$ cat src/rtl/io_bus_fabric.sv
// Data-side bus fabric: routes processor data accesses to the unified SRAM
// port or to one of NUM_SLAVES memory-mapped IO slaves. IO accesses use a
// ready handshake with a processor stall, a timeout and bus-error reporting.
module io_bus_fabric #(
  parameter int                    ADDR_WIDTH = 32,
  parameter int                    DATA_WIDTH = 32,
  parameter int                    NUM_SLAVES = 4,
  parameter logic [15:0]           IO_TAG     = 16'hFFFF,
  parameter int                    SLOT_LSB   = 8,
  parameter int                    TIMEOUT    = 255,
  parameter logic [DATA_WIDTH-1:0] ERR_DATA   = 32'hDEADBEEF
) (
  input  logic                             clk,
  input  logic                             rst,
  input  logic                             proc_req,
  input  logic [ADDR_WIDTH-1:0]            proc_addr,
  input  logic [DATA_WIDTH-1:0]            proc_wdata,
  input  logic [DATA_WIDTH/8-1:0]          proc_bwe,
  output logic [DATA_WIDTH-1:0]            proc_rdata,
  output logic                             proc_stall,
  output logic [DATA_WIDTH/8-1:0]          mem_bwe,
  input  logic [DATA_WIDTH-1:0]            mem_rdata,
  output logic [NUM_SLAVES-1:0]            io_sel,
  output logic [ADDR_WIDTH-1:0]            io_addr,
  output logic [DATA_WIDTH-1:0]            io_wdata,
  output logic [DATA_WIDTH/8-1:0]          io_bwe,
  input  logic [NUM_SLAVES*DATA_WIDTH-1:0] io_rdata,
  input  logic [NUM_SLAVES-1:0]            io_ready,
  output logic                             bus_err,
  output logic [7:0]                       err_count,
  output logic [ADDR_WIDTH-1:0]            err_addr
);

  typedef enum logic [1:0] {
    IDLE      = 2'd0,
    IO_ACCESS = 2'd1,
    IO_DONE   = 2'd2
  } state_t;

  state_t                  state, state_next;
  logic [3:0]              slot, slot_q;
  logic                    is_io, mapped;
  logic [7:0]              wait_cnt;
  logic                    timed_out;
  logic [DATA_WIDTH-1:0]   rdata_q, sel_rdata;
  logic                    sel_ready;
  logic [NUM_SLAVES-1:0]   slot_onehot;
  logic                    err_event;
  logic [ADDR_WIDTH-1:0]   err_src_addr;

  assign slot      = proc_addr[SLOT_LSB+3:SLOT_LSB];
  assign is_io     = proc_req && (proc_addr[ADDR_WIDTH-1 -: 16] == IO_TAG);
  assign mapped    = ({1'b0, slot} < 5'(NUM_SLAVES));
  assign timed_out = (wait_cnt == 8'(TIMEOUT));

  // Slave read-data/ready mux on the latched slot, plus one-hot decode of the live slot.
  always_comb begin
    // NOTE: every variable gets a default before any branch, so no latch is inferred.
    sel_rdata   = '0;
    sel_ready   = 1'b0;
    slot_onehot = '0;
    for (int k = 0; k < NUM_SLAVES; k++) begin
      if (slot_q == 4'(k)) begin
        sel_rdata = io_rdata[k*DATA_WIDTH +: DATA_WIDTH];
        sel_ready = io_ready[k];
      end
      if (slot == 4'(k)) slot_onehot[k] = 1'b1;
    end
  end

  // State register.
  always_ff @(posedge clk) begin
    // NOTE: sequential state uses non-blocking assignments so all registers update together.
    if (rst) state <= IDLE;
    else     state <= state_next;
  end

  // Next-state logic; a ready in the timeout cycle still completes normally.
  always_comb begin
    state_next = state;
    case (state)
      IDLE:      if (is_io) state_next = mapped ? IO_ACCESS : IO_DONE;
      IO_ACCESS: if (sel_ready || timed_out) state_next = IO_DONE;
      IO_DONE:   state_next = IDLE;
      default:   state_next = IDLE;
    endcase
  end

  // Processor-facing outputs; memory never stalls and never sees IO writes.
  always_comb begin
    proc_stall = ((state == IDLE) && is_io) || (state == IO_ACCESS);
    mem_bwe    = ((state == IDLE) && proc_req && !is_io) ? proc_bwe : '0;
    proc_rdata = (state == IDLE) ? mem_rdata : rdata_q;
  end

  // Error source: unmapped slot at decode, or an IO access that ran out of time.
  always_comb begin
    err_event    = ((state == IDLE) && is_io && !mapped) ||
                   ((state == IO_ACCESS) && !sel_ready && timed_out);
    err_src_addr = (state == IDLE) ? proc_addr : io_addr;
  end

  // IO channel registers, read-data capture and error bookkeeping.
  always_ff @(posedge clk) begin
    if (rst) begin
      io_sel    <= '0;
      io_addr   <= '0;
      io_wdata  <= '0;
      io_bwe    <= '0;
      slot_q    <= '0;
      wait_cnt  <= '0;
      rdata_q   <= '0;
      bus_err   <= 1'b0;
      err_count <= '0;
      err_addr  <= '0;
    end else begin
      bus_err <= err_event;
      if (err_event) begin
        rdata_q  <= ERR_DATA;
        err_addr <= err_src_addr;
        if (err_count != 8'hFF) err_count <= err_count + 8'd1;
      end
      case (state)
        IDLE: begin
          if (is_io && mapped) begin
            io_sel   <= slot_onehot;
            io_addr  <= proc_addr;
            io_wdata <= proc_wdata;
            io_bwe   <= proc_bwe;
            slot_q   <= slot;
            wait_cnt <= '0;
          end
        end
        IO_ACCESS: begin
          wait_cnt <= wait_cnt + 8'd1;
          if (sel_ready) rdata_q <= sel_rdata;
          if (sel_ready || timed_out) begin
            io_sel <= '0;
            io_bwe <= '0;
          end
        end
        default: ;
      endcase
    end
  end

endmodule

$ cat config.mk
export PLATFORM = sky130hd
export DESIGN_NAME = io_bus_fabric
export DESIGN_NICKNAME = d
export VERILOG_FILES = /design/src/rtl/io_bus_fabric.sv
export SDC_FILE = /design/constraint.sdc
export NUM_CORES = 1
export LEC_CHECK = 0
export BUFFER_PORTS_ARGS = -buffer_cell sky130_fd_sc_hd__clkbuf_2
export CORE_AREA = 2 2 150 152
export CTS_CLUSTER_DIAMETER = 80
export CTS_CLUSTER_SIZE = 12
export DETAILED_ROUTE_END_ITERATION = 12
export DIE_AREA = 0 0 152 154
export GPL_ROUTABILITY_DRIVEN = 0
export GPL_TIMING_DRIVEN = 0
export PLACE_DENSITY = 0.71
export SLEW_MARGIN = 25
export SYNTH_ARGS = -nofsm -noshare
export SYNTH_HDL_FRONTEND = slang
export SYNTH_SLANG_ARGS = --single-unit
$ cat constraint.sdc
create_clock -name clk -period 2.2 [get_ports clk]
set_input_delay 0.22 -clock clk [delete_from_list [all_inputs] [get_ports clk]]
set_output_delay 0.22 -clock clk [all_outputs]
set_load 0.1 [all_outputs]
==> results of run 1 <==
[tightest hold or removal path, stage by stage]
cell      delay (ns)
clkbuf_2        0.08
nand2_1         0.04
a21oi_1         0.05
[metrics by stage]
step                      std cells    util  setup WS, ns
after global routing           1527  0.4916       0.01314
after global placement         1486  0.4384       -0.7085
after floorplan                 823       -      0.009815
final                          1527  0.4916       0.08499
after detailed placement       1486  0.4384       -0.7267
after CTS                      1521  0.4864     0.0008533
[final cells by class]
class,instances,share of cell area
sequential,155,0.2925
tap,280,0.03286
timing repair buffer,393,0.2161
clock inverter,13,0.01443
buffer,73,0.03990
clock buffer,19,0.04248
inverter,4,0.001408
multi-input combinational,590,0.3604
[power by group through the flow]
stage	sequential, uW	clock [uW]	combinational [uW]
after floorplan	2870	0	402
after global placement	2870	0	695
after detailed placement	2870	0	700
after CTS	2800	3100	758
after global routing	2800	3230	807
final	2800	3020	771
[cell families after synthesis]
| group | count (synthesis) | synth area share |
|---|---|---|
| muxes | 70 | 0.1527 |
| and+or+nand+nor | 325 | 0.1995 |
| adders and majority gates | 2 | 0.003467 |
| AOI/OAI and AO/OA | 193 | 0.1659 |
| DFF | 155 | 0.4300 |
| buffers and inverters | 78 | 0.04837 |
[path summary, 6_finish.rpt]
check	startpoint	to	slack, ns	depth (start not counted)
setup reg to reg	io_addr[10]	rdata_q[24]	0.14	7
hold / removal	proc_wdata[4]	io_wdata[4]	0.02	3
hold reg to reg	io_wdata[17]	io_wdata[17]	0.45	2
setup / recovery	state[0]	proc_rdata[8]	0.08	6
[sequential cells by signal (all words and copies together), names as in the netlist]
name	cells
io_wdata	32
io_sel	4
state	2
bus_err	1
io_addr	32
io_bwe	4
err_addr	32
err_count	8
rdata_q	32
wait_cnt	8
[what timing repair did]
action	4_1_cts	5_1_grt
pin swaps	1	4
buffers inserted	2	6
endpoints found under the setup margin	182	120
resized for setup	96	38
endpoints found under the hold margin	2	0
cloned	0	0
hold buffers	2	0
[metal layers]
layer / GRT usage / wire (um) / vias up
met1: 0.2622 / 11230 / 3638
li1: - / - / 3803
met4: 0.08144 / 723 / 0
met2: 0.4481 / 15290 / 331
met5: 0 / 0 / -
met3: 0.03805 / 1420 / 42
[Yosys cell counts (4+ instances only)]
master | n | area (um^2)
o21ai_0 | 39 | 195.2
nand4_1 | 4 | 25.02
mux4_2 | 28 | 630.6
o221ai_1 | 4 | 35.03
a22o_1 | 6 | 52.55
and4_1 | 4 | 35.03
a21oi_1 | 92 | 460.4
inv_1 | 4 | 15.01
a311oi_1 | 34 | 297.8
nor2_1 | 86 | 322.8
clkbuf_1 | 45 | 168.9
buf_2 | 24 | 120.1
nand3_1 | 15 | 75.07
dfxtp_1 | 155 | 3103
o31ai_1 | 5 | 37.54
mux2_2 | 41 | 461.7
nand2_1 | 139 | 521.8
nor3_1 | 55 | 275.3
==> results.toml, run 1 <==
[status]
status = "finished, final reports clean"

[route]
wl_per_cell_um = 18.77
num_vias = 7814
first_pass_iters = 5
vias_per_cell = 5.117
drtIter0Drc = 321
drc = 0
antenna_left = 0
finalWirelength_um = 28660

[worst_setup_path]
crit_required_ns = 1.98
worstPathMaxFanout = 10
cp_data_arrival_time_ns = 1.90
slowest_stage = "mux2_2"
startpoint_type = "register"
crit_path_end_kind = "output pin"
critPathTopFamily = "buffers and inverters"
cp_num_buf_inv = 4
path_cells = "buf_6 -> nor2_4 -> buf_12 -> clkbuf_16 -> mux2_2 -> clkbuf_8"
worstSetupPathType = "register to output pin"
cp_slowest_stage_delay_ns = 0.35

[clock_tree]
cts_tree = "yes"
cts_made_buffers = 17
clock-sinks = 155
clk_latency_ns = 0.42
path_clk_slew_ns = 0.07
htreeDepth = 4
clock-root-buffer = "clkbuf_16"
cts_max_path_buffers = 2

[pwr]
ir_worst_vdd_v = 0.0003486
power.share.sequential = 0.425
p_switching_uw = 1729
p_clk_frac = 0.458
p_int_uw = 4869
pwr-share-comb = 0.117
leakagePower_uw = 0.004539
total_power_uw = 6598
power.density_mw_per_mm2 = 618.9
swShare = 0.2620

[floorplan]
io_pins = 385
die_w_um = 152
die_h_um = 154
initial_utilization = 0.3328
coreArea_mm2 = 0.02169
rows = 54
dieArea_mm2 = 0.02341

[layout]
antenna_cells = 0
final_cell_mix = "clkbuf_2 (349), dfxtp_1 (147), nand2_1 (139)"
area_growth_pct = 47.73
fillCellCount = 2127
multi_input_area_mm2 = 0.003842
final-seq-area_mm2 = 0.003118
nets = 1471
fin_area_mm2 = 0.01066
final_common_cell = "clkbuf_2"
drive_above_1_share = 0.4491

[place]
place.port_buffers = 383
dp_hpwl_um = 22570
postPlaceCellArea_mm2 = 0.009508

[synth]
synth_area_mm2 = 0.007217
synth_cells = 823
synthFlopType = "dfxtp_1"
ys_ff_latch = 155
synth_edf_count = 0
yosysWarnings = 0
synthArstFlopShare = 0
yosysSeqAreaShare = 0.4300
synth_area_per_cell_um2 = 8.769
synth_cell_types = 48
synth_fp_nets = 1060

[timing]
whs_ns = 0.01884
layout_min_cycle_time_ns = 2.115
max_freq_mhz = 472.8
fin_tns_setup_ns = 0
finalClockSkew_ns = 0.009985
setup_viol = 0
relSlewSlack = 0.4803
worstMarginPinSlew_ns = 0.7795
drv_slew = 0
rsz0062_at_grt = "no"
final.period_utilization = 0.9614
hold_viol_final = 0

[global_routing]
grt_pass1_wl_um = 42660
grt_pass1_vias = 7681
gr-usage-all-layers = 0.2344
grt_max_degree = 17
antenna_found_initial = 0
globalRoute.totalOverflow = 0

[flow_run]
maxCapViolCount = 0

[hold_path]
min_path_type = "input port to register"
Power figures use the tool's default switching activity.
==> run 2: changes to the inputs <==
--- a/config.mk
+++ b/config.mk
@@ -15,4 +15,5 @@
 export GPL_TIMING_DRIVEN = 0
 export PLACE_DENSITY = 0.71
+export SETUP_SLACK_MARGIN = 0.4
 export SLEW_MARGIN = 25
 export SYNTH_ARGS = -nofsm -noshare
==> constraint.sdc (replaced) <==
create_clock -name clk -period 2.2 [get_ports clk]
set_input_delay 0.33 -clock clk [delete_from_list [all_inputs] [get_ports clk]]
set_output_delay 0.33 -clock clk [all_outputs]
set_load 0.1 [all_outputs]
==> results.toml, run 2 (synthesis gave the netlist of run 1 again) <==
[route]
drtIter0Drc = 757
top_layer = "met4"
finalWirelength_um = 34420
vias_per_cell = 5.582
wl_per_cell_um = 21.84
first_pass_iters = 5
antenna_left = 0
drc = 0
num_vias = 8798
wl_met2_um = 17610
met1_length_um = 13160
wl_met3_um = 2470

[timing]
fin_tns_setup_ns = -0.3358
rsz0062_at_grt = "yes"
relSlewSlack = 0.4082
drv_slew = 0
worstMarginPinSlew_ns = 0.8877
max_freq_mhz = 446.5
layout_min_cycle_time_ns = 2.239
layout_setup_ws_ns = -0.03949
final.period_utilization = 1.018
finalClockSkew_ns = 0.01396
setup_viol = 22
hold_viol_final = 0

[place]
place_ws_ns = -0.3262
dp_hpwl_um = 22260
place.port_buffers = 383

[layout]
final_common_cell = "clkbuf_2"
area_growth_pct = 86.06
drive_above_1_share = 0.6019
final_cell_mix = "clkbuf_2 (349), dfxtp_1 (142), nand2_1 (117)"
antenna_cells = 0
final_util = 0.6191
nets = 1520
fillCellCount = 1680

[clock_tree]
clock-sinks = 155
path_clk_slew_ns = 0.07
htreeDepth = 4
cts_max_path_buffers = 2
clock-root-buffer = "clkbuf_16"
cts_made_buffers = 17
cts_tree = "yes"
clk_latency_ns = 0.43
cts_hold_buf = 0

[pwr]
power.density_mw_per_mm2 = 498.2
total_power_uw = 6690
leakagePower_uw = 0.005796
ir_worst_vdd_v = 0.0004100

[status]
status = "finished, violations left"
violations = "setup timing"

[worst_setup_path]
crit_top_cell = "clkbuf_16"
cp_slowest_stage_delay_ns = 0.34
worstPathMaxFanout = 5
cp_data_arrival_time_ns = 1.91
critPathTopFamily = "buffers and inverters"
crit_path_end_kind = "output pin"
crit_required_ns = 1.87
cp_num_buf_inv = 4
slowest_stage = "mux2_4"
path_cells = "buf_6 -> nor2_4 -> buf_12 -> clkbuf_16 -> mux2_4 -> clkbuf_16"
startpoint_type = "register"
worstSetupPathType = "register to output pin"

[floorplan]
initial_utilization = 0.3328
rows = 54
die_h_um = 154
coreArea_mm2 = 0.02169
dieArea_mm2 = 0.02341
die_w_um = 152
io_pins = 385

[global_routing]
globalRoute.totalOverflow = 0
grt_pass1_vias = 8660
gr-usage-all-layers = 0.2691
grt_max_degree = 17
antenna_found_initial = 0
grt_pass1_wl_um = 49080

[hold_path]
min_path_type = "input port to register"

[flow_run]
maxCapViolCount = 0
-- run 2: tightest hold or removal path, stage by stage --
cell and delay [ns]:
clkbuf_2 0.08, nand2_1 0.05, a21oi_1 0.05
-- run 2: final timing paths --
path,start,to,slack [ns],cells after the start
max,state[0],proc_rdata[15],-0.04,6
max reg2reg,io_addr[9],err_addr[14],0.04,10
min reg2reg,io_wdata[29],io_wdata[29],0.45,2
min,proc_wdata[2],io_wdata[2],0.13,3
-- run 2: what timing repair did --
item                                    in CTS  in global routing
setup buffers                               30                 10
pin swaps                                   85                 30
gates resized for setup                    330                145
endpoints found under the hold margin        0                  0
cloned                                      16                  2
endpoints found under the setup margin     188                179
-- run 2: layout make-up --
type | count | area [um^2] | share of cell area
sequential | 155 | 3139 | 0.2338
clock inverter | 13 | 131.4 | 0.009784
multi-input combinational | 590 | 5076 | 0.3780
inverter | 4 | 15.01 | 0.001118
tap | 280 | 350.3 | 0.02609
buffer | 74 | 714.4 | 0.05321
timing repair buffer | 441 | 3558 | 0.2650
clock buffer | 19 | 442.9 | 0.03299
-- run 2: where the power goes --
| part | leakage [uW] | internal (uW) | switching (uW) |
|---|---|---|---|
| Combinational | 0.00425 | 413 | 526 |
| Clock | 0.000285 | 1630 | 1330 |
| Sequential | 0.00126 | 2790 | 0.0176 |
-- run 2: layer usage --
metal,GRT usage,up-vias
li1,-,3909
met5,0,-
met2,0.4773,547
met4,0.1028,0
met1,0.3191,4227
met3,0.05750,115
-- run 2: per-stage QoR --
stage | instances | instance area, um^2 | hold WS [ns]
3_3_place_gp | 1486 | 9734 | 0.4380
2_1_floorplan | 823 | 7467 | 0.4454
3_5_place_dp | 1486 | 9734 | 0.4426
4_1_cts | 1564 | 12640 | 0.1092
6_report | 1576 | 13430 | 0.1296
5_1_grt | 1576 | 13430 | 0.1177
==> run 3: changes to the inputs <==
Settings changed: BUFFER_PORTS_ARGS -buffer_cell sky130_fd_sc_hd__clkbuf_2 to not set, DONT_BUFFER_PORTS set to 1, PLACE_DENSITY 0.71 to 0.56, REMOVE_ABC_BUFFERS set to 1.
==> results.toml, run 3 (synthesis gave the netlist of run 1 again) <==
[route]
vias_per_cell = 5.914
finalWirelength_um = 30990
wl_per_cell_um = 25.86
first_pass_iters = 5
num_vias = 7085
drc = 0
drtIter0Drc = 499
antenna_left = 0

[pwr]
pwr-share-comb = 0.072
p_switching_uw = 1652
power.density_mw_per_mm2 = 555.3
power.share.sequential = 0.444
p_int_uw = 4650
p_clk_frac = 0.484
total_power_uw = 6302
swShare = 0.2621
leakagePower_uw = 0.004040
ir_worst_vdd_v = 0.0005075

[floorplan]
dieArea_mm2 = 0.02341
initial_utilization = 0.3328
die_w_um = 152
die_h_um = 154
coreArea_mm2 = 0.02169
io_pins = 385
rows = 54

[worst_setup_path]
cp_data_arrival_time_ns = 2.71
rrSetupSlack_ns = -0.18
crit_path_end_kind = "register"
worstPathMaxFanout = 14
reg2reg_depth = 8
rr_startpoint = "io_addr[8]"
startpoint_type = "register"
worstSetupPathType = "register to register"
crit_required_ns = 2.53
r2r-end = "err_addr[23]"

[layout]
final_util = 0.5233
fin_area_mm2 = 0.01135
area_growth_pct = 57.26
final_cell_mix = "dfxtp_1 (126), nand2_1 (73), a21oi_2 (72)"
final_cells = 1198
nets = 1139
drive_above_1_share = 0.5301
final_common_cell = "dfxtp_1"

[global_routing]
globalRoute.totalOverflow = 0
grt_pass1_wl_um = 42380
grt_max_degree = 151
gr-usage-all-layers = 0.2374
grt_pass1_vias = 6728
antenna_found_initial = 6

[timing]
whs_ns = -0.03691
max_freq_mhz = 420.5
final.period_utilization = 1.081
setup_viol = 82
drv_slew = 0
layout_setup_ws_ns = -0.1783
hold_viol_final = 6
rsz0062_at_grt = "yes"
layout_min_cycle_time_ns = 2.378
worstMarginPinSlew_ns = 1.111
finalClockSkew_ns = 0.01482
relSlewSlack = 0.2582

[clock_tree]
clock-root-buffer = "clkbuf_16"
clock-sinks = 155
cts_tree = "yes"
clk_latency_ns = 0.44
cts_made_buffers = 17
htreeDepth = 4
path_clk_slew_ns = 0.07
cts_max_path_buffers = 2

[hold_path]
holdPathEnd = "io_addr[2]"
min_path_type = "input port to register"
hold_depth = 1
holdCritStartpoint = "rst"

[place]
postPlaceCellArea_mm2 = 0.007571
dp_hpwl_um = 16460
place.port_buffers = 0
placed_cells = 1044

[status]
violations = "hold timing, setup timing"
status = "finished, violations left"

[flow_run]
maxCapViolCount = 0
[run 3: critical path: stages (launching register included)]
cell       delay, ns
dfxtp_4         0.61
buf_12          0.18
mux2_4          0.32
a2bb2oi_4       0.23
buf_4           0.15
a32o_4          0.22
buf_16          0.18
nor2_1          0.06
a311oi_2        0.30
[run 3: how the worst max path moves through the flow]
stage | from | depth (start not counted) | slack (ns) | to
2_1_floorplan | io_addr[8] | 5 | -2.94 | err_count[6]
3_3_place_gp | state[1] | 5 | -6.73 | io_wdata[23]
3_5_place_dp | io_addr[8] | 6 | -1.10 | io_sel[0]
4_1_cts | io_addr[9] | 6 | -0.16 | err_addr[12]
5_1_grt | io_addr[8] | 8 | -0.24 | err_addr[4]
6_report | io_addr[8] | 8 | -0.18 | err_addr[23]
[run 3: power by group through the flow]
stage | logic, uW | clock network [uW] | registers, uW
2_1_floorplan | 364 | 0 | 2870
3_3_place_gp | 383 | 0 | 2870
3_5_place_dp | 384 | 0 | 2870
4_1_cts | 425 | 3110 | 2800
5_1_grt | 464 | 3220 | 2790
6_report | 453 | 3050 | 2800
[run 3: what timing repair did]
action,in CTS,in global routing
gates cloned,25,5
resized for setup,181,232
endpoints found under the hold margin,116,69
buffers inserted,71,18
pin swaps,82,105
setup endpoints to repair,200,209
[run 3: per-layer routing]
layer  part of all wire  track usage
met3              0.069      0.06793
met1               0.43       0.3192
met2               0.48       0.3773
met5             0.0016            0
met4              0.018      0.05919
[run 3: cell type report]
type | instances | area [um^2]
clock buffers | 18 | 439.2
diodes | 3 | 7.507
inverters | 4 | 20.02
flip-flops and latches | 155 | 3154
fillers | 1924 | 10340
repair buffers | 128 | 2022
clock inverters | 14 | 157.7
well taps | 280 | 350.3
multi-input cells | 596 | 5199
[run 3: through the flow]
stage,setup TNS (ns),setup WS [ns]
after floorplan,-494.01,-2.944
after global placement,-979.29,-6.730
after detailed placement,-63.36,-1.100
after CTS,-6.236,-0.1567
after global routing,-12.62,-0.2389
final,-7.936,-0.1783
